File: config.mk
export PLATFORM = sky130hd
export DESIGN_NAME = partition_sweep_ctrl
export DESIGN_NICKNAME = d
export VERILOG_FILES = /design/src/rtl/partition_sweep_ctrl.sv
export SDC_FILE = /design/constraint.sdc
export NUM_CORES = 1
export LEC_CHECK = 0
export ABC_AREA = 1
export CORE_UTILIZATION = 40
export CTS_CLUSTER_DIAMETER = 120
export DETAILED_ROUTE_END_ITERATION = 6
export GPL_ROUTABILITY_DRIVEN = 0
export PLACE_DENSITY_LB_ADDON = 0.08
export SLEW_MARGIN = 20
export SYNTH_ARGS = -nofsm -noshare
export SYNTH_HDL_FRONTEND = slang
export SYNTH_SLANG_ARGS = --single-unit
File: constraint.sdc
create_clock -name clk -period 2.5 [get_ports clk]
set_input_delay 0.25 -clock clk [delete_from_list [all_inputs] [get_ports clk]]
set_output_delay 0.25 -clock clk [all_outputs]
set_load 0.01 [all_outputs]
File: src/rtl/partition_sweep_ctrl.sv
// Exhaustive sweep sequencer: walks pi through every pattern, compares exact vs approximate
// partition outputs, accumulates error metrics and streams approximate truth-table rows.
module partition_sweep_ctrl #(
    parameter int NUM_IN  = 7,
    parameter int NUM_OUT = 4,
    parameter int ERR_W   = NUM_IN + $clog2(NUM_OUT) + 1
) (
    input  logic               clk,
    input  logic               rst,
    input  logic               start,
    output logic [NUM_IN-1:0]  pi,
    input  logic [NUM_OUT-1:0] po_exact,
    input  logic [NUM_OUT-1:0] po_approx,
    output logic               busy,
    output logic               done,
    output logic [NUM_IN:0]    mismatch_cnt,
    output logic [ERR_W-1:0]   bit_err_cnt,
    output logic               out_valid,
    input  logic               out_ready,
    output logic [NUM_IN-1:0]  out_pattern,
    output logic [NUM_OUT-1:0] out_po,
    output logic               out_mismatch
);

    localparam int CNT_W = NUM_IN + 1;

    typedef enum logic [1:0] {
        IDLE,
        SAMPLE,
        EMIT,
        DONE
    } state_t;

    state_t             state_q, state_d;
    logic [NUM_IN-1:0]  pi_q, pi_d;
    logic [CNT_W-1:0]   mm_cnt_q, mm_cnt_d;
    logic [ERR_W-1:0]   be_cnt_q, be_cnt_d;
    logic [NUM_OUT-1:0] out_po_q, out_po_d;
    logic               out_mm_q, out_mm_d;

    logic [NUM_OUT-1:0] diff;
    logic [ERR_W-1:0]   diff_pop;
    logic               row_mm;

    always_comb begin
        diff     = po_exact ^ po_approx;
        row_mm   = |diff;
        diff_pop = '0;
        for (int unsigned i = 0; i < NUM_OUT; i++) begin
            diff_pop = diff_pop + ERR_W'(diff[i]);
        end
    end

    always_comb begin
        state_d  = state_q;
        pi_d     = pi_q;
        mm_cnt_d = mm_cnt_q;
        be_cnt_d = be_cnt_q;
        out_po_d = out_po_q;
        out_mm_d = out_mm_q;
        case (state_q)
            IDLE, DONE: begin
                if (start) begin
                    pi_d     = '0;
                    mm_cnt_d = '0;
                    be_cnt_d = '0;
                    state_d  = SAMPLE;
                end
            end
            SAMPLE: begin
                // pi has been stable a full cycle here, so both partitions have settled
                out_po_d = po_approx;
                out_mm_d = row_mm;
                mm_cnt_d = mm_cnt_q + CNT_W'(row_mm);
                be_cnt_d = be_cnt_q + diff_pop;
                state_d  = EMIT;
            end
            EMIT: begin
                if (out_ready) begin
                    if (&pi_q) begin
                        state_d = DONE;
                    end else begin
                        pi_d    = pi_q + NUM_IN'(1);
                        state_d = SAMPLE;
                    end
                end
            end
            default: state_d = IDLE;
        endcase
    end

    always_ff @(posedge clk) begin
        if (rst) begin
            state_q  <= IDLE;
            pi_q     <= '0;
            mm_cnt_q <= '0;
            be_cnt_q <= '0;
            out_po_q <= '0;
            out_mm_q <= 1'b0;
        end else begin
            state_q  <= state_d;
            pi_q     <= pi_d;
            mm_cnt_q <= mm_cnt_d;
            be_cnt_q <= be_cnt_d;
            out_po_q <= out_po_d;
            out_mm_q <= out_mm_d;
        end
    end

    assign pi           = pi_q;
    assign busy         = (state_q == SAMPLE) || (state_q == EMIT);
    assign done         = (state_q == DONE);
    assign out_valid    = (state_q == EMIT);
    assign out_pattern  = pi_q;
    assign out_po       = out_po_q;
    assign out_mismatch = out_mm_q;
    assign mismatch_cnt = mm_cnt_q;
    assign bit_err_cnt  = be_cnt_q;

endmodule

# --- Word-level counts from Yosys, hierarchy flattened ---
# Cells that the tools add are included.
totals:
  regBits: 32
  wordCells: 41
op_classes:
  eq_ne: 6
  addsub: 6
  muxes: 12
  reduce_logical: 10
  bitwise: 1
op_table:
  columns: ["cell", "n"]
  rows:
  - ["$mux W7", 3]
  - ["$pmux W10 S2", 1]
  - ["$pmux W8 S2", 1]
  - ["$pmux W7 S2", 1]
  - ["$add A10 B4 Y10", 1]
  - ["$mux W10", 1]
  - ["$add A8 B1 Y8", 1]
  - ["$mux W8", 1]
  - ["$add A7 B1 Y7 const B", 1]
  - ["$reduce_and A7 Y1", 1]
  - ["$mux W2", 3]
  - ["$pmux W2 S3", 1]
  - ["$add A3 B1 Y4", 1]
  - ["$eq A2 B2 Y1 const B", 2]
  - ["$ne A2 B2 Y1 const B", 2]
  - ["$reduce_and A2 Y1", 2]
  - ["$reduce_and A4 Y1", 1]
  - ["$reduce_bool A2 Y1", 2]
  - ["$reduce_or A4 Y1", 1]
  - ["$xor A4 B4 Y4", 1]
  - ["$add A2 B1 Y3", 1]
  - ["$add A1 B1 Y2", 1]
  - ["$eq A2 B1 Y1 const B", 1]
  - ["$logic_not A2 Y1", 1]
  - ["3 further kinds", 3]

# --- Logic depth before layout (Yosys ltp) ---
# Gate-level depths: netlist (run 1).
depth:
  ltp_word: 6
  ltp_mapped: 12
  ltp_nobuf: 12

# --- Least setup slack after synthesis (run 1) ---
# Ideal clock, no wire load.
synth_timing:
  path_type: "input port to flip-flop"
  start: "input po_approx[0]"
  end: "register be_cnt_q[8], in the netlist bit_err_cnt[8]"
  stages: 10
  setup_ns: 0.116
  t_arrival_ns: 1.972
  required_time_ns: 2.384
  path_buffers: 0
  path_slack_ns: 0.412
  path_cell_list: "xnor2_1 fa_1 fa_1 inv_1 fa_1 inv_1 nor2_2 nand4_1 nand2_2 nor2_2"
synth_between:
  elab_chain_len: 6
synth_lines:
  columns: ["item", "line", "text"]
  rows:
  - ["start: declaration", "13", "input logic [NUM_OUT-1:0] po_approx,"]
  - ["$xor A4 B4 Y4", "46", "diff = po_exact ^ po_approx;"]
  - ["$add A1 B1 Y2", "50", "diff_pop = diff_pop + ERR_W'(diff[i]);"]
  - ["$add A2 B1 Y3", "50", null]
  - ["$add A3 B1 Y4", "50", null]
  - ["$add A10 B4 Y10", "75", "be_cnt_d = be_cnt_q + diff_pop;"]
  - ["$pmux W10 S2", "61", "case (state_q)"]
  - ["end signal: assignment", "104", "be_cnt_q <= be_cnt_d;"]
  - ["end: declaration", "37", "logic [ERR_W-1:0] be_cnt_q, be_cnt_d;"]
# No other way between the ends.
# A chain may end at the register's enable or synchronous reset.

# --- Worst setup path after layout (run 1) ---
# Same ends and word-level chain as after synthesis.

==> results of run 1 <==
path summary, 6_finish.rpt:
kind,to,slack [ns],cells past startpoint
setup / recovery,bit_err_cnt[8],0.16,11
hold / removal,mismatch_cnt[4],0.49,2
hold reg to reg,mismatch_cnt[4],0.49,2
setup reg to reg,bit_err_cnt[8],0.38,10
metrics by stage:
| stage | util [%] | TNS, ns | power [W] | hold WS [ns] |
|---|---|---|---|---|
| 5_1_grt | 55.6 | -0.00403 | 0.00157 | 0.523 |
| 6_report | 55.6 | 0 | 0.00147 | 0.486 |
| 3_5_place_dp | 53.5 | -1.19 | 0.00110 | 0.471 |
| 4_1_cts | 55.3 | 0 | 0.00149 | 0.489 |
| 3_3_place_gp | 53.5 | -0.747 | 0.00110 | 0.474 |
| 2_1_floorplan | - | 0 | 0.000938 | 0.319 |
cell type report:
class / instances / area [um2]
well taps: 52 / 65.1
fillers: 442 / 1950
flip-flops and latches: 32 / 641
clock inverters: 1 / 5.00
multi-input cells: 178 / 1000
inverters: 35 / 134
repair buffers: 52 / 518
clock buffers: 6 / 72.6
layout by cell type, fill, tap and decap left out, types with 2 or more instances in the layout:
cell                              count
sky130_fd_sc_hd__nand3_2              2
sky130_fd_sc_hd__o21ai_4              2
sky130_fd_sc_hd__dfxtp_1             32
sky130_fd_sc_hd__xnor2_2              2
sky130_fd_sc_hd__inv_1               30
sky130_fd_sc_hd__clkbuf_8             5
sky130_fd_sc_hd__fa_1                 3
sky130_fd_sc_hd__nor2_1              44
sky130_fd_sc_hd__ha_1                 8
sky130_fd_sc_hd__xnor2_1              2
sky130_fd_sc_hd__nand4_1              3
sky130_fd_sc_hd__o21ai_0             12
sky130_fd_sc_hd__nand2_1             47
sky130_fd_sc_hd__nand2_2              6
sky130_fd_sc_hd__and3_1               2
sky130_fd_sc_hd__inv_2                4
sky130_fd_sc_hd__a21oi_1             13
sky130_fd_sc_hd__nor2_2               4
sky130_fd_sc_hd__nor3_1               4
sky130_fd_sc_hd__clkdlybuf4s50_1     51
sky130_fd_sc_hd__nand3_1             14
sky130_fd_sc_hd__a21oi_2              3
per-layer routing:
layer / wire (um) / track usage, %
met1: 1920 / 21.6
met2: 1660 / 26.8
met3: 139 / 3.46
met4: 83 / 8.67
met5: 0 / 0
cells in the mapped netlist, drive strengths merged:
| library cell | instances |
|---|---|
| nor3b | 1 |
| clkbuf | 1 |
| buf | 10 |
| nand2 | 54 |
| a21oi | 16 |
| o21ai | 15 |
| nand4 | 4 |
| nor3 | 5 |
| nor2 | 49 |
| inv | 35 |
| and3 | 2 |
| nand3 | 16 |
| fa | 3 |
| dfxtp | 32 |
| ha | 8 |
| xnor2 | 4 |
| a31oi | 1 |
state kept, by name, indices dropped and copies added, names as in the netlist:
| signal | flops |
|---|---|
| out_pattern | 7 |
| mismatch_cnt | 8 |
| bit_err_cnt | 10 |
| out_mismatch | 1 |
| out_po | 4 |
| state_q | 2 |
power breakdown:
group          internal, W  switching [W]
sequential        0.000553      0.0000430
combinational     0.000219       0.000275
clock             0.000189       0.000190
critical path: stages:
cell                              delay (ns)
sky130_fd_sc_hd__clkdlybuf4s50_1        0.46
sky130_fd_sc_hd__xnor2_2                0.24
sky130_fd_sc_hd__fa_1                   0.46
sky130_fd_sc_hd__fa_1                   0.37
sky130_fd_sc_hd__inv_1                  0.09
sky130_fd_sc_hd__fa_1                   0.16
sky130_fd_sc_hd__inv_1                  0.05
sky130_fd_sc_hd__nor2_2                 0.20
sky130_fd_sc_hd__nand4_1                0.13
sky130_fd_sc_hd__nand2_2                0.08
sky130_fd_sc_hd__nor2_2                 0.04
what timing repair did:
action / CTS / global route
endpoints found under the hold margin: 0 / 0
gates resized for setup: 0 / 2
endpoints found under the setup margin: 0 / 5
kinds of logic after synthesis:
group / count (synthesis)
buffers and inverters: 46
and+or+nand+nor: 131
AOI/OAI and AO/OA: 32
DFF: 32
adders and majority gates: 11
xor gates and xnor gates: 4
==> results by group, run 1 <==
Run status
  – Status: finished, final reports clean

Place
  – Place WS: -0.206 ns
  – Post-placement cell area: 2350 um2
  – Buffers added on ports: 51
  – Inst Count DP: 349
  – DP HPWL: 2830 um

Logic synthesis
  – Yosys warns: 0
  – Adder-cell area share of the yosys netlist: 8.67%
  – Cell types with the largest area share after synthesis: sky130_fd_sc_hd__dfxtp_1 (35%), sky130_fd_sc_hd__nand2_1 (9.6%), sky130_fd_sc_hd__nor2_1 (8.9%)
  – Xor/xnor cell area share of the yosys netlist: 1.90%
  – Post-Syn Area: 1850 um2
  – Mux cell area share after synthesis: 0%
  – Share of Yosys cell area claimed by the top area cell type: 34.7%
  – Library cell occupying the most area in the post-synthesis netlist: sky130_fd_sc_hd__dfxtp_1
  – Sequential area share after synthesis: 34.7%
  – Compound-gate portion of the synthesized area: 10.6%
  – Mean area per synthesized cell: 7.21 um2
  – Syn_nets: 279
  – Flip-flop and latch count after synthesis: 32
  – Area share of and/or/nand/nor cells after synthesis: 32.4%
  – Dominant combinational cell family by area after synthesis: simple AND/OR/NAND/NOR gates
  – Count of distinct cell types in the synthesized netlist: 31
  – Number of instances in the synthesized netlist: 256

Pwr
  – Leakage power: 0.987 nW
  – Power density over the cells: 602 nW/um2
  – Worst IR Drop VDD: 0.000356 V

Routing
  – 1st-iter DRT viols: 49
  – Via density per instance: 4.71
  – Total number of vias: 1676
  – Wirelength per Cell: 10.7 um
  – Total Routed Length: 3800 um
  – Remaining antenna violation count: 0
  – Number of design rule violations left after detail routing: 0
  – DRT Pass-1 Iters: 4

Run
  – Max-cap check violation count: 0

Finish
  – Antenna diodes: 0
  – Ratio of cells with drive above 1 in the final layout: 11.5%
  – Final instance area: 2440 um2
  – Area growth from synthesis to layout: 32.0%
  – Final-stage net count: 327
  – Non-filler cells in the finished layout: 356

Clock tree
  – Number of post-CTS setup repair buffers: 0
  – Clock-pin transition on the worst setup and hold timing paths: 0.07 ns
  – Insertion delay to the later sink of the worst-skew pair: 0.29 ns
  – Clock tree buffer depth: 2
  – TritonCTS clock tree: done
  – Count of hold buffers inserted by post-cts repair: 0
  – Number of clock buffers inserted by TritonCTS: 5
  – Number of levels in the clock H-tree: 2
  – Clock net sink count: 32
  – Clock tree root buffer cell: sky130_fd_sc_hd__clkbuf_8

Global routing
  – Sum of overflow across all layers after global routing: 0
  – Initial antenna violation count: 0
  – Gr usage total: 16.9%
  – Number of global-route vias before repair: 1538
  – Wire length of the first global-routing pass: 6620 um
  – Maximum number of pins on one net before global-route repair: 13

Worst setup path
  – Sort of element at the end of the critical path: flop
  – Worst setup path start: po_approx[0]
  – Crit path launch type: input port
  – Worst endpoint required time: 2.69 ns
  – Arrival time worst endpoint: 2.52 ns
  – Maximum fanout along the worst path: 6
  – Critical register-to-register path startpoint: bit_err_cnt[0]
  – Type of the setup path with the least slack: in2reg

STA
  – Post-layout worst setup margin: 0.165 ns
  – Relative slew slack: 68.5%
  – Time the worst path needs with I/O delays and setup: 2.34 ns
  – Max-slew violation count: 0
  – Highest clock rate: 428 MHz
  – Count of endpoints failing setup in the final report: 0
  – Hold Violations, Final: 0
  – Post-route fraction of the period consumed by the critical path: 93.4%
  – Pin slew with the least headroom to its limit: 0.472 ns
  – Clock skew after layout: 0.00856 ns

Worst hold path
  – Hold crit path type: reg2reg
  – Startpoint of the most critical hold path: mismatch_cnt[4]

Floorplan
  – Io pins: 52
  – CORE AREA: 4380 um2
  – Vertical extent of the die: 69.9 um
  – Starting density of the core: 42.1%
  – Die width: 69.9 um
  – Die footprint: 4890 um2
  – Count of standard-cell rows: 24
(Power assumes the default switching activity.)
==> inputs of run 2 (changes only) <==
Settings changed: CORE_MARGIN set to 4.
Clock period 2.5 ns to 2.9 ns, I/O delays scaled along.
==> results by group, run 2 (synthesis gave the netlist of run 1 again) <==
Run status
  – Status: finished, final reports clean

Clock tree
  – Number of post-CTS setup repair buffers: 0
  – Quantity of gates resized following cts: 0
  – Number of levels in the clock H-tree: 2
  – Count of hold buffers inserted by post-cts repair: 0
  – TritonCTS clock tree: done
  – Clock tree buffer depth: 2
  – Insertion delay to the later sink of the worst-skew pair: 0.29 ns
  – Clock-pin transition on the worst setup and hold timing paths: 0.07 ns
  – Clock tree root buffer cell: sky130_fd_sc_hd__clkbuf_8
  – Number of clock buffers inserted by TritonCTS: 5
  – Clock net sink count: 32

Finish
  – Final-stage net count: 326
  – Most common library cell in the layout ignoring fill and taps: sky130_fd_sc_hd__clkdlybuf4s50_1
  – Area growth from synthesis to layout: 31.6%
  – Non-filler cells in the finished layout: 356
  – Max FFs per register: 10
  – Commonest non-fill, non-tap cells in the layout: sky130_fd_sc_hd__clkdlybuf4s50_1 (51), sky130_fd_sc_hd__nand2_1 (47), sky130_fd_sc_hd__nor2_1 (44)
  – Final instance area: 2430 um2
  – Ratio of cells with drive above 1 in the final layout: 11.2%
  – Antenna diodes: 0

Pwr
  – Leakage power: 0.981 nW
  – Worst IR Drop VDD: 0.000235 V
  – Power density over the cells: 534 nW/um2

Routing
  – Number of design rule violations left after detail routing: 0
  – Total Routed Length: 4070 um
  – Via density per instance: 4.69
  – DRT Pass-1 Iters: 4
  – Remaining antenna violation count: 0
  – Total number of vias: 1668
  – Wirelength per Cell: 11.4 um
  – 1st-iter DRT viols: 104

Worst hold path
  – Worst Hold Path EP: bit_err_cnt[0]
  – Hold crit path type: reg2reg
  – Worst Hold Depth: 2
  – Startpoint of the most critical hold path: bit_err_cnt[0]

STA
  – Max-slew violation count: 0
  – Setup total negative slack: 0 ns
  – Clock skew after layout: 0.00843 ns
  – Post-route fraction of the period consumed by the critical path: 83.5%
  – Count of endpoints failing setup in the final report: 0
  – Highest clock rate: 413 MHz
  – Pin slew with the least headroom to its limit: 0.477 ns
  – Hold Violations, Final: 0
  – Relative slew slack: 68.2%
  – Time the worst path needs with I/O delays and setup: 2.42 ns
  – RSZ-0062 raised after global routing: no

Worst setup path
  – Most used cell along the critical path: sky130_fd_sc_hd__fa_1
  – Arrival time worst endpoint: 2.61 ns
  – Type of the setup path with the least slack: in2reg
  – Crit Reg-Reg Endpoint: bit_err_cnt[8]
  – Crit path launch type: input port
  – Critical register-to-register path startpoint: bit_err_cnt[0]
  – Worst-path cell chain: clkdlybuf4s50_1 -> xnor2_1 -> fa_1 -> fa_1 -> inv_1 -> fa_1 -> inv_1 -> nor2_2 -> nand4_1 -> nand2_2 -> nor2_2
  – Worst endpoint required time: 3.09 ns
  – Worst-path cell with the longest stage delay: sky130_fd_sc_hd__fa_1
  – CP delay by family, top: adder cells
  – Maximum fanout along the worst path: 6
  – Flop2flop setup slack: 0.76 ns
  – Critical path's largest stage delay: 0.47 ns
  – Sort of element at the end of the critical path: flop
  – WP buf/inv: 3
  – Worst reg-to-reg path cell count: 10

Global routing
  – Gr usage total: 14.6%
  – Number of global-route vias before repair: 1589
  – Sum of overflow across all layers after global routing: 0
  – Initial antenna violation count: 0
  – Maximum number of pins on one net before global-route repair: 14
  – Wire length of the first global-routing pass: 7100 um

Run
  – Max-cap check violation count: 0

Floorplan
  – Io pins: 52
  – Vertical extent of the die: 75.9 um
  – Count of standard-cell rows: 24
  – Die width: 75.9 um
  – Die footprint: 5770 um2
  – Starting density of the core: 41.8%
  – CORE AREA: 4410 um2

Place
  – DP HPWL: 2990 um
  – Buffers added on ports: 51
  – Post-placement cell area: 2340 um2
  – Inst Count DP: 348
-- run 2: changes by cell type in the layout (fill, tap and decap cells not counted) --
cell | previous run | this run
sky130_fd_sc_hd__clkbuf_8 | 5 | 6
sky130_fd_sc_hd__xnor2_2 | 2 | 0
sky130_fd_sc_hd__buf_4 | 1 | 0
sky130_fd_sc_hd__clkbuf_1 | 1 | 0
sky130_fd_sc_hd__xnor2_1 | 2 | 4
sky130_fd_sc_hd__clkinv_2 | 1 | 2
-- run 2: report_power, final --
group / internal (W) / switching (W) / total (W)
clock network: 0.000189 / 0.000169 / 0.000359
logic: 0.000187 / 0.000240 / 0.000427
registers: 0.000477 / 0.0000354 / 0.000512
-- run 2: how the worst max path moves through the flow --
stage | from | to | slack, ns | depth (start not counted)
after floorplan | po_approx[0] | bit_err_cnt[8] | 0.77 | 10
after global placement | po_approx[0] | bit_err_cnt[8] | 0.19 | 11
after detailed placement | po_approx[0] | bit_err_cnt[8] | 0.14 | 11
after CTS | po_approx[0] | bit_err_cnt[8] | 0.47 | 11
after global routing | po_approx[0] | bit_err_cnt[8] | 0.32 | 11
final | po_approx[0] | bit_err_cnt[8] | 0.48 | 11
-- run 2: metrics by stage --
stage	hold WS [ns]	worst slack (ns)	power (W)	util [%]
after detailed placement	0.478	0.139	0.000951	53.0
after floorplan	0.359	0.772	0.000808	-
after global routing	0.521	0.315	0.00139	55.1
after global placement	0.473	0.187	0.000947	53.0
final	0.486	0.478	0.00130	55.1
after CTS	0.493	0.474	0.00131	55.1
-- run 2: cell type report --
class	count	area, um2
Fill cell	413	1980
Multi-Input combinational cell	178	988
Tap cell	52	65.1
Sequential cell	32	641
Clock buffer	6	82.6
Timing Repair Buffer	51	510
Clock inverter	2	10.0
Inverter	35	134
-- run 2: per-layer routing --
metal  vias to the layer above  wire length, um  global-route usage (%)
li1                        893                -                       -
met1                       736             1970                    18.5
met3                         2              214                    4.38
met5                         -                0                       0
met4                         0               33                    4.80
met2                        37             1850                    23.4
-- run 2: worst min-delay path, stage by stage, from the launching register on --
cell and delay (ns):
sky130_fd_sc_hd__dfxtp_1 0.32, sky130_fd_sc_hd__nand2_1 0.06, sky130_fd_sc_hd__a21oi_1 0.05
==> inputs of run 3 (changes only) <==
Clock period 2.9 ns to 2.3 ns, I/O delays scaled along.
==> results by group, run 3 (synthesis gave the netlist of run 1 again) <==
Pwr
  – Power density over the cells: 695 nW/um2
  – Worst IR Drop VDD: 0.000302 V
  – Leakage power: 1.01 nW

Finish
  – Commonest non-fill, non-tap cells in the layout: sky130_fd_sc_hd__clkdlybuf4s50_1 (51), sky130_fd_sc_hd__nand2_1 (47), sky130_fd_sc_hd__nor2_1 (44)
  – Max FFs per register: 10
  – Most common library cell in the layout ignoring fill and taps: sky130_fd_sc_hd__clkdlybuf4s50_1
  – Final-stage net count: 329
  – Final instance area: 2500 um2
  – Antenna diodes: 0
  – Ratio of cells with drive above 1 in the final layout: 13.7%
  – Area growth from synthesis to layout: 35.2%
  – Filler cell count: 401

STA
  – Clock skew after layout: 0.00641 ns
  – Hold Violations, Final: 0
  – Count of endpoints failing setup in the final report: 0
  – Max-slew violation count: 0
  – Post-layout worst setup margin: 0.0836 ns
  – Pin slew with the least headroom to its limit: 0.378 ns
  – Post-route fraction of the period consumed by the critical path: 96.4%
  – Highest clock rate: 451 MHz
  – Time the worst path needs with I/O delays and setup: 2.22 ns
  – RSZ-0062 raised after global routing: no
  – Setup total negative slack: 0 ns
  – Relative slew slack: 74.6%

Clock tree
  – Count of hold buffers inserted by post-cts repair: 0
  – TritonCTS clock tree: done
  – Clock tree root buffer cell: sky130_fd_sc_hd__clkbuf_8
  – Clock net sink count: 32
  – Number of levels in the clock H-tree: 2
  – Number of clock buffers inserted by TritonCTS: 5
  – Insertion delay to the later sink of the worst-skew pair: 0.28 ns
  – Clock tree buffer depth: 2
  – Clock-pin transition on the worst setup and hold timing paths: 0.07 ns

Worst setup path
  – Crit path launch type: input port
  – Crit. path cell count: 10
  – Arrival time worst endpoint: 2.40 ns
  – Sort of element at the end of the critical path: flop
  – WP buf/inv: 3
  – Worst reg-to-reg path cell count: 9
  – Critical path's largest stage delay: 0.56 ns
  – Worst endpoint required time: 2.48 ns
  – Worst-path cell with the longest stage delay: sky130_fd_sc_hd__fa_1
  – Type of the setup path with the least slack: in2reg
  – Maximum fanout along the worst path: 6
  – CP delay by family, top: adder cells
  – Worst-path cell chain: clkdlybuf4s50_1 -> xnor2_2 -> fa_1 -> fa_2 -> inv_2 -> fa_1 -> inv_2 -> nor2_4 -> a31oi_1 -> nor2_2

Worst hold path
  – Worst Hold Depth: 2
  – Hold crit path type: reg2reg

Place
  – Post-placement cell area: 2350 um2
  – Buffers added on ports: 51
  – Place WS: -0.417 ns
  – DP HPWL: 3080 um

Global routing
  – Maximum number of pins on one net before global-route repair: 13
  – Wire length of the first global-routing pass: 7290 um
  – Number of global-route vias before repair: 1628
  – Gr usage total: 15.1%
  – Sum of overflow across all layers after global routing: 0
  – Initial antenna violation count: 0

Routing
  – Wirelength per Cell: 11.2 um
  – Remaining antenna violation count: 0
  – Total number of vias: 1673
  – Total Routed Length: 4030 um
  – DRT Pass-1 Iters: 4
  – Via density per instance: 4.66
  – Number of design rule violations left after detail routing: 0
  – 1st-iter DRT viols: 107

Floorplan
  – Vertical extent of the die: 75.9 um
  – Io pins: 52
  – Starting density of the core: 41.8%
  – Die footprint: 5770 um2
  – Die width: 75.9 um
  – CORE AREA: 4410 um2
  – Count of standard-cell rows: 24

Run status
  – Status: finished, final reports clean

Run
  – Max-cap check violation count: 0
==> run 3: tightest hold or removal path: cells and delay by family, from the launching register on <==
kind	cells	cell delay, ns
AOI/OAI and AO/OA	1	0.05
DFF	1	0.32
and+or+nand+nor	1	0.06
==> run 3: final timing paths <==
path / from / end / slack (ns)
worst max register to register: bit_err_cnt[0] / bit_err_cnt[8] / 0.29
worst min register to register: bit_err_cnt[0] / bit_err_cnt[0] / 0.48
worst min-delay path: bit_err_cnt[0] / bit_err_cnt[0] / 0.48
worst max-delay path: po_approx[0] / bit_err_cnt[8] / 0.08
==> run 3: final cells by class <==
| type | instances | area [um2] | share of cell area, % |
|---|---|---|---|
| multi-input combinational | 178 | 1020 | 40.7 |
| sequential | 32 | 641 | 25.7 |
| timing repair buffer | 54 | 533 | 21.4 |
| inverter | 35 | 134 | 5.36 |
| clock buffer | 6 | 72.6 | 2.91 |
| tap | 52 | 65.1 | 2.61 |
| clock inverter | 2 | 35.0 | 1.40 |
==> run 3: what timing repair did <==
item | CTS | global route
endpoints found under the setup margin | 6 | 8
pin swaps | 1 | 4
gates resized for setup | 4 | 4
hold endpoints to repair | 0 | 0
setup buffers | 0 | 1
==> run 3: metrics by stage <==
stage	std cells	hold slack [ns]	total power, W	utilization, %
2_1_floorplan	256	0.299	0.00102	-
3_3_place_gp	350	0.472	0.00120	53.3
3_5_place_dp	350	0.474	0.00121	53.3
4_1_cts	358	0.486	0.00175	56.3
5_1_grt	359	0.513	0.00185	56.5
6_report	359	0.481	0.00173	56.5
==> run 3: layer usage <==
| metal | up-vias | part of all wire, % | track usage (%) |
|---|---|---|---|
| met5 | - | 0 | 0 |
| met4 | 0 | 0.82 | 5.34 |
| met3 | 2 | 4.1 | 4.50 |
| met2 | 29 | 47 | 24.3 |
| met1 | 742 | 48 | 18.9 |
| li1 | 900 | - | - |
==> run 3: report_power, final <==
part	switching (W)	internal [W]	leakage, nW	total (W)
clock network	0.000205	0.000321	0.0552	0.000526
logic	0.000313	0.000249	0.694	0.000562
registers	0.0000455	0.000601	0.260	0.000646
total	0.000564	0.00117	1.01	0.00173
